[src/rtl/pipe_adder.sv]
// pipe_adder: pipelined add/subtract. The carry chain is cut into STAGES slices with registered flags.
// Latency: an op accepted on edge N shows out_valid=1 after edge N+STAGES-1. Throughput is one op per cycle.
// Backpressure: stall freezes every stage; flush drops everything in flight. rst has priority, then flush, then stall.
//
// Ports:
//   clk, rst               rising-edge clock; synchronous active-high reset
//   in_valid, sub, a, b    operation input (sub=1 -> a-b)
//   stall, flush           pipeline freeze / discard all in-flight ops
//   out_valid, sum         result qualifier and result
//   carry, overflow,       MSB carry out (sub: 1 = no borrow), signed overflow,
//   zero, negative         sum==0, sum MSB
// Optional feature: define PIPE_ADDER_SAT_EN to saturate sum on signed overflow.
module pipe_adder #(
  parameter int WIDTH  = 32,
  parameter int STAGES = 2
) (
  input  logic             clk,
  input  logic             rst,
  input  logic             in_valid,
  input  logic             sub,
  input  logic [WIDTH-1:0] a,
  input  logic [WIDTH-1:0] b,
  input  logic             stall,
  input  logic             flush,
  output logic             out_valid,
  output logic [WIDTH-1:0] sum,
  output logic             carry,
  output logic             overflow,
  output logic             zero,
  output logic             negative
);

  localparam int W = WIDTH / STAGES;  // bits per carry-chain slice
  localparam int L = STAGES - 1;      // index of the last stage

  // Inputs seen by each stage. Stage 0 is fed from the ports, stage k from register k-1.
  logic [STAGES-1:0]            iv, ic;
  logic [STAGES-1:0][WIDTH-1:0] ia, ib, is;

  // Combinational result of each stage.
  logic [STAGES-1:0][WIDTH-1:0] ns, sn;
  logic [STAGES-1:0]            nc;
  logic [W:0]                   t;

  // Stage registers. Register L is the output register.
  logic [STAGES-1:0]            v_q, c_q;
  logic [STAGES-1:0][WIDTH-1:0] a_q, b_q, s_q;
  logic                         ovf_q, zero_q, neg_q;

  logic [WIDTH-1:0] fs;
  logic             ovf_d, zero_d, neg_d;

  // The last stage does not forward its operands, so those bits have no reader.
  logic unused_tail;
  assign unused_tail = ^{a_q[L], b_q[L]};

  always_comb begin
    iv = '0;
    ic = '0;
    ia = '0;
    ib = '0;
    is = '0;
    ns = '0;
    nc = '0;
    t  = '0;
    // Subtraction inverts B once at entry and injects carry-in 1. Later
    // stages therefore never need to see the sub bit.
    iv[0] = in_valid;
    ia[0] = a;
    ib[0] = sub ? ~b : b;
    ic[0] = sub;
    for (int k = 1; k < STAGES; k++) begin
      iv[k] = v_q[k-1];
      ia[k] = a_q[k-1];
      ib[k] = b_q[k-1];
      is[k] = s_q[k-1];
      ic[k] = c_q[k-1];
    end
    // Stage k fills in slice k (LSB first). It takes its carry-in only from
    // the register before it, so no carry path crosses a stage boundary.
    for (int k = 0; k < STAGES; k++) begin
      t = {1'b0, ia[k][k*W +: W]} + {1'b0, ib[k][k*W +: W]} + {{W{1'b0}}, ic[k]};
      ns[k] = is[k];
      ns[k][k*W +: W] = t[W-1:0];
      nc[k] = t[W];
    end
  end

  // Flags for the final stage. Overflow uses the post-inversion B sign.
  always_comb begin
    fs    = ns[L];
    ovf_d = (ia[L][WIDTH-1] == ib[L][WIDTH-1]) && (ns[L][WIDTH-1] != ia[L][WIDTH-1]);
`ifdef PIPE_ADDER_SAT_EN
    // Clamp toward the sign of A. Overflow needs both operands to share
    // A's sign, so A's sign gives the direction of the true result.
    if (ovf_d) begin
      fs = ia[L][WIDTH-1] ? {1'b1, {(WIDTH-1){1'b0}}} : {1'b0, {(WIDTH-1){1'b1}}};
    end
`endif
    zero_d = (fs == '0);
    neg_d  = fs[WIDTH-1];
    sn     = ns;
    sn[L]  = fs;
  end

  always_ff @(posedge clk) begin
    if (rst) begin
      v_q    <= '0;
      c_q    <= '0;
      a_q    <= '0;
      b_q    <= '0;
      s_q    <= '0;
      ovf_q  <= 1'b0;
      zero_q <= 1'b0;
      neg_q  <= 1'b0;
    end else if (flush) begin
      // Only the valid bits matter. Datapath contents may stay stale.
      v_q <= '0;
    end else if (!stall) begin
      v_q    <= iv;
      c_q    <= nc;
      a_q    <= ia;
      b_q    <= ib;
      s_q    <= sn;
      ovf_q  <= ovf_d;
      zero_q <= zero_d;
      neg_q  <= neg_d;
    end
  end

  assign out_valid = v_q[L];
  assign sum       = s_q[L];
  assign carry     = c_q[L];
  assign overflow  = ovf_q;
  assign zero      = zero_q;
  assign negative  = neg_q;

endmodule

[config.mk]
export PLATFORM = sky130hd
export DESIGN_NAME = pipe_adder
export DESIGN_NICKNAME = d
export VERILOG_FILES = /design/src/rtl/pipe_adder.sv
export SDC_FILE = /design/constraint.sdc
export NUM_CORES = 1
export LEC_CHECK = 0
export BUFFER_PORTS_ARGS = -buffer_cell sky130_fd_sc_hd__buf_4
export CORE_ASPECT_RATIO = 0.5
export CORE_MARGIN = 4
export CORE_UTILIZATION = 49
export DETAILED_ROUTE_END_ITERATION = 8
export GPL_ROUTABILITY_DRIVEN = 0
export PLACE_DENSITY = 0.8
export REMOVE_ABC_BUFFERS = 1
export SYNTH_ARGS = -nofsm -noshare
export SYNTH_HDL_FRONTEND = slang
export SYNTH_SLANG_ARGS = --single-unit
[constraint.sdc]
create_clock -name clk -period 3.8 [get_ports clk]
set_input_delay 0.76 -clock clk [delete_from_list [all_inputs] [get_ports clk]]
set_output_delay 0.76 -clock clk [all_outputs]
set_load 0.02 [all_outputs]
==> impl_metrics.yaml <==
status:
  status: "finished, final reports clean"
timing:
  rsz0062_at_grt: "no"
  slew_viol_final: 0
  fin_skew_ns: 0.006966
  finalCritPeriodShare: 0.8715
  fin_hold_ws_ns: 0.4529
  setup_viol: 0
  period_minus_slack_ns: 3.312
  hold_viol_final: 0
  tightest_slew_ns: 0.9573
  fmax_mhz: 302.0
  fin_setup_tns_ns: 0
  slew_headroom: 0.3618
logic_synthesis:
  yosysMostFrequentCell: "nand2_1"
  syn_avg_cell_area_sq_um: 8.136
  ys.flop_type: "dfxtp_1"
  syn_inst: 587
  synth_top_area_frac: 0.3605
  synth.area.top_cells: "dfxtp_1 36%, nand2_1 9.0%, ha_1 7.9%, a21oi_1 7.6%, xnor2_1 6.1%"
  yosysSeqAreaShare: 0.3605
  synthTopCellsByCount: "114 x nand2_1, 86 x dfxtp_1, 73 x a21oi_1"
  synthArstFlopShare: 0
  synth-edff-count: 0
  synth-seq-cells: 86
  synthDistinctLibCells: 55
  synth_area_leader_cell: "dfxtp_1"
  synth_warnings: 0
  synthesis.area_sq_mm: 0.004776
detailed_routing:
  wl_per_cell_um: 14.69
  dr.pass1.iters: 4
  drc: 0
  drtIter0Drc: 351
  num_vias: 4400
  vias_per_cell: 5.392
  ant_nets: 0
  drt-total-wl_um: 11980
finish:
  area_growth_pct: 25.73
  layout.cells.non_filler: 816
  n_antenna_cell: 0
  final_nets: 779
  postLayoutCoreUtil: 0.6335
  drive_above_1_share: 0.2026
worst_setup_path:
  crit_buf_inv: 0
  worstPathArrival_ns: 3.57
  cp_slowest_cell: "or4_4"
  required_ns: 4.06
  cp_common_cell: "fa_1"
  crit_family: "simple AND/OR/NAND/NOR gates"
  reg2reg_depth: 9
  timing.rr.start: "c_q[0]"
  end_kind: "flop"
  r2r-end: "zero"
  critPathLaunchType: "flop"
  critPathMaxFanout: 3
  slowest_delay_ns: 0.54
  rrSetupSlack_ns: 0.49
  crit_chain: "fa_1 -> fa_1 -> a21oi_2 -> o2111ai_1 -> xor2_1 -> or4_4 -> nor4_2 -> or4b_1 -> o31ai_2"
  worstSetupPathType: "reg2reg"
global_route:
  grt-ovfl-total: 0
  grt_pass1_vias: 4067
  antenna_found_initial: 0
  grt_pass1_wl_um: 19540
  grt_usage: 0.2062
  grt_max_degree: 101
power_and_ir_drop:
  power_leakage_uw: 0.002474
  ir_drop_mv: 0.2422
  powerDensity_mw_per_mm2: 419.3
flow_run:
  drv_cap: 0
min_path:
  hold_class: "reg2reg"
  min_to: "sum[10]"
  holdPathStages: 2
  min_from: "sum[10]"
clock_network:
  clk_pin_slew_ns: 0.06
  cts_sinks: 86
  clk_path_buf_depth: 2
  cts_resized: 0
  worstSkewPairLatency_ns: 0.34
  cts_setup_buffers: 0
  hold_buffers: 0
  tritoncts: "done"
  htree_levels: 3
  cts-root-buf: "clkbuf_16"
  cts_inserted_buffers: 9
die:
  io_pins: 107
  num_rows: 25
  dieArea_sq_mm: 0.01149
  initial_utilization: 0.5039
  fp.dieW_um: 147.6
  die_h_um: 77.81
  core-area_sq_mm: 0.009478
placement:
  dp_cells: 800
  dp_hpwl_um: 8500
  portBuffers: 106
-- cell type report --
class | count | area, sq um
tap | 135 | 168.9
clock buffer | 9 | 225.2
timing repair buffer | 111 | 833.3
sequential | 86 | 1722
fill | 861 | 3473
clock inverter | 7 | 121.4
multi-input combinational | 457 | 2893
inverter | 11 | 41.29
-- registers in the layout (all words and copies together) (netlist names) --
name and flops:
v_q 2, a_q 16, overflow 1, fs 16, b_q 16, zero 1, c_q 2, sum 32
-- cells by family (layout without fill, tap and decap cells) --
logic type                 count (synthesis)  after routing  share of synthesized area
buffers and inverters                     44            138                    0.03537
and+or+nand+nor                          208            208                     0.1965
adders and majority gates                 33             33                    0.09117
muxes                                      3              3                   0.006550
DFF                                       86             86                     0.3605
xor gates and xnor gates                  53             53                    0.09720
AOI/OAI and AO/OA                        160            160                     0.2127
-- worst register-to-register path: cells and delay by family, from the launching register on --
family | cells | cell delay (ns)
AOI/OAI and AO/OA | 3 | 0.60
DFF | 1 | 0.33
adders and majority gates | 2 | 0.95
xor gates and xnor gates | 1 | 0.18
and+or+nand+nor | 3 | 1.16
-- cells in the final DEF (no fill, tap or decap), types with 3 or more instances in the layout --
master / count
a311o_1: 3
clkinvlp_4: 3
and3_1: 4
a21oi_1: 73
nand2_1: 114
a31oi_1: 6
bufinv_16: 3
clkbuf_16: 9
nor3_1: 13
or3_1: 4
and2_1: 3
fa_1: 3
nor2b_1: 3
nor2_1: 34
buf_4: 111
dfxtp_1: 86
o21ai_1: 6
o21ai_0: 9
nand3_1: 9
a21o_1: 6
ha_1: 30
o211ai_1: 4
o31ai_2: 3
and4_1: 3
o21a_1: 6
inv_1: 10
a211oi_1: 29
xnor2_1: 33
xor2_1: 20
nor4_1: 4
-- per-stage QoR --
stage	cell area, sq um	setup WS [ns]	power [uW]
final	6005	0.4884	2518
after global routing	6005	0.3690	2631
after CTS	6005	0.5130	2531
after detailed placement	5658	0.4345	1516
after global placement	5658	0.5240	1505
after floorplan	4648	-1.894	1329
-- power breakdown --
part	internal [uW]	total (uW)	switching [uW]
clock network	644	1010	370
logic	230	519	289
registers	952	985	32.7
total	1830	2520	692
-- metal layers --
metal | share of wire | wire [um] | GRT usage
met1 | 0.46 | 5542 | 0.2723
met2 | 0.48 | 5726 | 0.3454
met3 | 0.050 | 601 | 0.04376
met4 | 0.0093 | 112 | 0.05297
met5 | 0 | 0 | 0
-- worst max-delay path by stage --
| stage | start | end | slack, ns | depth (start not counted) |
|---|---|---|---|---|
| finish | c_q[0] | zero | 0.49 | 9 |
| detailed placement | sub | fs[14] | 0.43 | 10 |
| global route | c_q[0] | zero | 0.37 | 9 |
| global placement | sub | fs[14] | 0.52 | 10 |
| floorplan | flush | zero | -1.89 | 7 |
| CTS | c_q[0] | zero | 0.51 | 9 |
Note: power is estimated with default switching activity, not from simulation.
